==> src/rtl/imem_ctrl_pkg.sv <==
// Shared types and constants for the instruction-memory boot loader.
package imem_ctrl_pkg;

  typedef enum logic [1:0] {
    IDLE,
    LOAD,
    WRITE,
    RUN
  } state_e;

  localparam int unsigned BYTES_PER_WORD = 4;
  localparam int unsigned LANE_W         = $clog2(BYTES_PER_WORD);

endpackage

==> src/rtl/imem_loader_word_packer.sv <==
// Packs a little-endian byte stream into words; lane 0 lands in bits 7:0.
module word_packer
  import imem_ctrl_pkg::*;
(
  input  logic                          clk,
  input  logic                          rstn,
  input  logic                          clear,
  input  logic                          push,
  input  logic [7:0]                    data,
  output logic [8*BYTES_PER_WORD-1:0]   word,
  output logic                          full
);

  logic [LANE_W-1:0]                 byte_cnt;
  logic [BYTES_PER_WORD-1:0][7:0]    lanes;

  always_ff @(posedge clk or negedge rstn) begin
    if (!rstn) begin
      byte_cnt <= '0;
      lanes    <= '0;
    end else if (clear) begin
      byte_cnt <= '0;
      lanes    <= '0;
    end else if (push) begin
      lanes[byte_cnt] <= data;
      byte_cnt        <= byte_cnt + LANE_W'(1);
    end
  end

  // Asserted on the push that fills the last lane; byte_cnt wraps on that push.
  assign full = push && (byte_cnt == LANE_W'(BYTES_PER_WORD - 1));
  assign word = lanes;

endmodule

==> src/rtl/imem_loader.sv <==
// Boot loader: holds the core in reset, streams bytes into instruction memory,
// then releases the core and hands the memory port to instruction fetch.
module imem_loader
  import imem_ctrl_pkg::*;
#(
  parameter int unsigned DATA_WIDTH   = 32,
  parameter int unsigned MEM_CAPACITY = 10,
  parameter int unsigned LEN_WIDTH    = 16
) (
  input  logic                  clk,
  input  logic                  rstn,
  input  logic                  start,
  input  logic [LEN_WIDTH-1:0]  len_words,
  input  logic                  s_valid,
  input  logic [7:0]            s_data,
  output logic                  s_ready,
  input  logic [DATA_WIDTH-1:0] core_A,
  input  logic                  core_en,
  output logic [DATA_WIDTH-1:0] mem_A,
  output logic [DATA_WIDTH-1:0] mem_WD,
  output logic                  mem_WE,
  output logic                  mem_en,
  output logic                  core_rstn,
  output logic                  busy,
  output logic                  done,
  output logic                  err
);

  localparam logic [LEN_WIDTH-1:0] CAP = LEN_WIDTH'(MEM_CAPACITY);

  state_e                 state_q, state_d;
  logic [LEN_WIDTH-1:0]   len_q;
  logic [LEN_WIDTH-1:0]   word_cnt;
  logic                   err_q;

  logic                   start_seen;
  logic                   start_zero;
  logic                   accept;
  logic                   reject;
  logic                   last_word;
  logic                   push;
  logic                   pk_full;
  logic [8*BYTES_PER_WORD-1:0] pk_word;

  // start is only honoured in IDLE and RUN; LOAD/WRITE ignore it entirely.
  assign start_seen = start && ((state_q == IDLE) || (state_q == RUN));
  assign start_zero = start_seen && (len_words == '0);
  assign accept     = start_seen && (len_words != '0) && (len_words <= CAP);
  assign reject     = start_seen && (len_words > CAP);
  assign last_word  = (word_cnt + LEN_WIDTH'(1)) == len_q;
  assign push       = (state_q == LOAD) && s_valid;

  word_packer u_packer (
    .clk   (clk),
    .rstn  (rstn),
    .clear (accept),
    .push  (push),
    .data  (s_data),
    .word  (pk_word),
    .full  (pk_full)
  );

  always_ff @(posedge clk or negedge rstn) begin
    if (!rstn) begin
      state_q  <= IDLE;
      len_q    <= '0;
      word_cnt <= '0;
      err_q    <= 1'b0;
    end else begin
      state_q <= state_d;
      if (accept) begin
        len_q    <= len_words;
        word_cnt <= '0;
      end else if ((state_q == WRITE) && !last_word) begin
        word_cnt <= word_cnt + LEN_WIDTH'(1);
      end
      if (reject) begin
        err_q <= 1'b1;
      end else if (start_zero || accept) begin
        err_q <= 1'b0;
      end
    end
  end

  always_comb begin
    state_d   = state_q;
    s_ready   = 1'b0;
    mem_A     = '0;
    mem_WD    = '0;
    mem_WE    = 1'b0;
    mem_en    = 1'b0;
    core_rstn = 1'b0;
    busy      = 1'b0;
    done      = 1'b0;
    unique case (state_q)
      IDLE: begin
        if (start_zero) begin
          state_d = RUN;
        end else if (accept) begin
          state_d = LOAD;
        end
      end
      LOAD: begin
        s_ready = 1'b1;
        busy    = 1'b1;
        if (pk_full) begin
          state_d = WRITE;
        end
      end
      WRITE: begin
        busy    = 1'b1;
        mem_WE  = 1'b1;
        mem_A   = DATA_WIDTH'(word_cnt);
        mem_WD  = DATA_WIDTH'(pk_word);
        state_d = last_word ? RUN : LOAD;
      end
      RUN: begin
        core_rstn = 1'b1;
        done      = 1'b1;
        mem_A     = core_A;
        mem_en    = core_en;
        if (accept) begin
          state_d = LOAD;
        end
      end
      default: state_d = IDLE;
    endcase
  end

  assign err = err_q;

endmodule

==> config.mk <==
export PLATFORM = sky130hd
export DESIGN_NAME = imem_loader
export DESIGN_NICKNAME = d
export VERILOG_FILES = /design/src/rtl/imem_ctrl_pkg.sv /design/src/rtl/imem_loader_word_packer.sv /design/src/rtl/imem_loader.sv
export SDC_FILE = /design/constraint.sdc
export NUM_CORES = 1
export LEC_CHECK = 0
export ABC_AREA = 0
export CAP_MARGIN = 20
export CELL_PAD_IN_SITES_DETAIL_PLACEMENT = 0
export CELL_PAD_IN_SITES_GLOBAL_PLACEMENT = 2
export CORE_MARGIN = 2
export CORE_UTILIZATION = 25
export DETAILED_ROUTE_END_ITERATION = 7
export PLACE_DENSITY = 0.76
export SLEW_MARGIN = 15
export SYNTH_ARGS = -nofsm -noshare
export SYNTH_HDL_FRONTEND = slang
export SYNTH_HIERARCHICAL = 1
export SYNTH_SLANG_ARGS = --single-unit
==> constraint.sdc <==
create_clock -name clk -period 2.5 [get_ports clk]
set_input_delay 0.375 -clock clk [delete_from_list [all_inputs] [get_ports clk]]
set_output_delay 0.375 -clock clk [all_outputs]
set_load 0.05 [all_outputs]
==> qor.json <==
{
  "run_status": "complete, but fails checks",
  "violations": "setup timing",
  "detailedRoute.firstIterationViolations": 157,
  "routabilityCongestion": 0.857,
  "critPathMaxFanout": 8,
  "yosys_most_used_dff": "sky130_fd_sc_hd__dfrtp_1",
  "number_of_storage_elements_in_the_synthesis_netlist": 69,
  "cts.root.buffer_cell": "sky130_fd_sc_hd__clkbuf_16",
  "synth_cell_type_count": 52,
  "finalMaxSlewViolations": 0,
  "syn_to_final_growth_pct": 69.8,
  "final_cell_mix": "sky130_fd_sc_hd__buf_12 (70), sky130_fd_sc_hd__dfrtp_1 (66), sky130_fd_sc_hd__clkdlybuf4s50_1 (62)",
  "final.period_utilization_pct": 100,
  "count_of_flip_flops_with_a_built_in_enable_after_synthesis": 0,
  "report.final.hold_viol_count": 0,
  "cts_max_level": 3,
  "largest_net_degree_at_the_start_of_global_routing": 48,
  "p_sw_share_pct": 43.6,
  "clockBufferDepth": 2,
  "multi_input_comb_area_sq_um": 2360,
  "mappedNetlistNets": 506,
  "post_synth_instance_area_sq_um": 4210,
  "stdcell_area_sq_um": 7150,
  "crit_path_cell_trace": "ha_4, nand2_2, or4_4, xnor2_1, o211a_1, a41o_4, buf_6, or4_1, a21oi_1",
  "viasPerCell": 4.60,
  "post-route-drc-count": 0,
  "hold-worst-slack_ps": 22.3,
  "num_io_pins": 132,
  "postRouteWirelength_um": 12800,
  "finalSetupViolations": 1,
  "hpwlAfterDp_um": 9360,
  "clk_transition_reported_paths_ps": 60,
  "placedCellCount": 803,
  "core-area_sq_um": 16500,
  "grt_pass1_vias": 3998,
  "track_usage_pct": 14.8,
  "max-cap-violations": 0,
  "tritoncts.num_buffers": 9,
  "critPathRequiredTime_ps": 2770,
  "holdBufCountCts": 0,
  "cell_family_with_the_largest_share_of_critical_path_delay": "simple AND/OR/NAND/NOR gates",
  "total_chip_power_mw": 8.94,
  "final_common_cell": "sky130_fd_sc_hd__buf_12",
  "timing.hold.worst.class": "primary input to asynchronous set/reset pin",
  "final_period_minus_worst_setup_slack_ps": 2500,
  "clkPwrFrac_pct": 15.5,
  "path_class": "register to register",
  "globalRoute.totalOverflow": 0,
  "rows": 47,
  "antennaDiodeCount": 0,
  "power_frac_comb_pct": 64.3,
  "worst_slew_margin_rel_pct": 61.4,
  "worst-path-buf-inv": 1,
  "finish.net_count": 670,
  "finish.utilization_pct": 43.2,
  "vias": 3793,
  "post_route_cells_drive_above_1_share_pct": 27.2,
  "synthArstFlopShare_pct": 100,
  "routed_wire_length_per_instance_um": 15.6,
  "die_area_sq_um": 17900,
  "worst_slew_pin_slew_ps": 579,
  "syn-mean-instance-area_sq_um": 9.65,
  "power_density_nw_per_um2": 1250,
  "postRouteAntennaNets": 0,
  "wire_length_of_the_first_global_routing_pass_um": 21000,
  "worstSetupEndpointType": "register",
  "ff_latch_area_sq_um": 1730,
  "die-height_um": 134,
  "cp_slowest_stage_delay_ps": 500,
  "rsz0062_at_grt": "yes",
  "instances_no_fill": 824,
  "postLayoutSetupSlackWorst_ps": -0.592,
  "placedInstanceArea_sq_um": 6710,
  "leakage_nw": 3.15,
  "switching_power_mw": 3.90,
  "synthCells": 436,
  "timing.critical_path.arrival_ps": 2770,
  "die_width_um": 134,
  "clk-insertion-delay-late_ps": 350,
  "synth.yosys.seq_area_share_pct": 41.0,
  "pwr-share-seq_pct": 20.2,
  "startpoint_type_of_the_worst_setup_path": "register",
  "crit_slowest_cell": "sky130_fd_sc_hd__or4_4",
  "skew_ps": 7.48,
  "detailedRoute.firstPassIterationCount": 4,
  "max_freq_mhz": 400,
  "synth_warnings": 6,
  "cts.sinks": 69,
  "start_util_pct": 25.5,
  "cell_internal_pwr_mw": 5.04,
  "power.ir.vdd_worst_v": 0.000590,
  "grt_antenna_before_repair": 0,
  "fill_cells": 1551,
  "tritoncts": "built",
  "portBuffers": 131
}
final timing paths:
path	start	to	slack, ps	cells after the start
max reg2reg	word_cnt[0]$_DFFE_PN0P_	word_cnt[10]$_DFFE_PN0P_	-0.6	9
min in group clk	err$_DFFE_PN0P_	err$_DFFE_PN0P_	500	2
max in group asynchronous	rstn	word_cnt[0]$_DFFE_PN0P_	1790	2
min	rstn	u_packer/word[1]$_DFFE_PN0P_	20	1
min reg2reg	err$_DFFE_PN0P_	err$_DFFE_PN0P_	500	2
max	word_cnt[0]$_DFFE_PN0P_	word_cnt[10]$_DFFE_PN0P_	-0.6	9
registers in the layout, indices dropped and copies added (netlist names):
signal             cells
word_cnt              16
len_q                 16
err                    1
state_q                2
u_packer/word         32
u_packer/byte_cnt      2
cell families after synthesis:
logic type,share of synthesized area [%]
compound gates,11.4
xor+xnor,3.95
fa+ha+maj,2.68
buf+inv,4.96
flops,41.0
mux,9.16
simple gates,26.8
metal layers:
| metal | track usage, % | vias up | part of all wire (%) |
|---|---|---|---|
| met5 | 0 | - | 0 |
| met4 | 5.44 | 0 | 1.4 |
| met3 | 4.11 | 11 | 7.6 |
| met2 | 25.1 | 128 | 48 |
| met1 | 17.9 | 1824 | 43 |
| li1 | - | 1830 | - |
what timing repair did:
action / CTS / global route
setup buffers: 0 / 6
setup endpoints to repair: 15 / 17
cloned: 0 / 0
pin swaps: 0 / 12
resized for setup: 3 / 17
layout make-up:
cell class | instances | share of cell area (%)
inverters | 12 | 0.630
clock inverters | 6 | 1.24
multi-input cells | 323 | 33.0
flip-flops and latches | 69 | 24.2
repair buffers | 185 | 33.9
well taps | 220 | 3.85
clock buffers | 9 | 3.15
stage by stage:
step | setup TNS, ps | setup slack, ps
after floorplan | -406 | -135
after global placement | -1110 | -135
after global routing | -268 | -52.7
after CTS | -52.3 | -31.4
final | -0.592 | -0.592
after detailed placement | -946 | -140
synth_stat cells, drive strengths merged (11+ instances only):
cell	n	area (sq um)
a21oi	19	95.1
buf	14	95.1
and2	63	397
or3	11	68.8
inv	11	41.3
clkbuf	18	68.8
nand2b	44	275
xnor2	13	114
o21ai	18	90.1
dfrtp	69	1730
a22o	13	114
nand2	19	78.8
mux2i	34	340
power by group through the flow:
stage                     clock (mW)  sequential [mW]  combinational, mW
after detailed placement           0             1.80               5.62
final                           1.39             1.80               5.75
after floorplan                    0             1.73               3.11
after global routing            1.45             1.86               6.11
after global placement             0             1.79               5.55
after CTS                       1.41             1.80               5.65
Power figures use the tool's default switching activity.
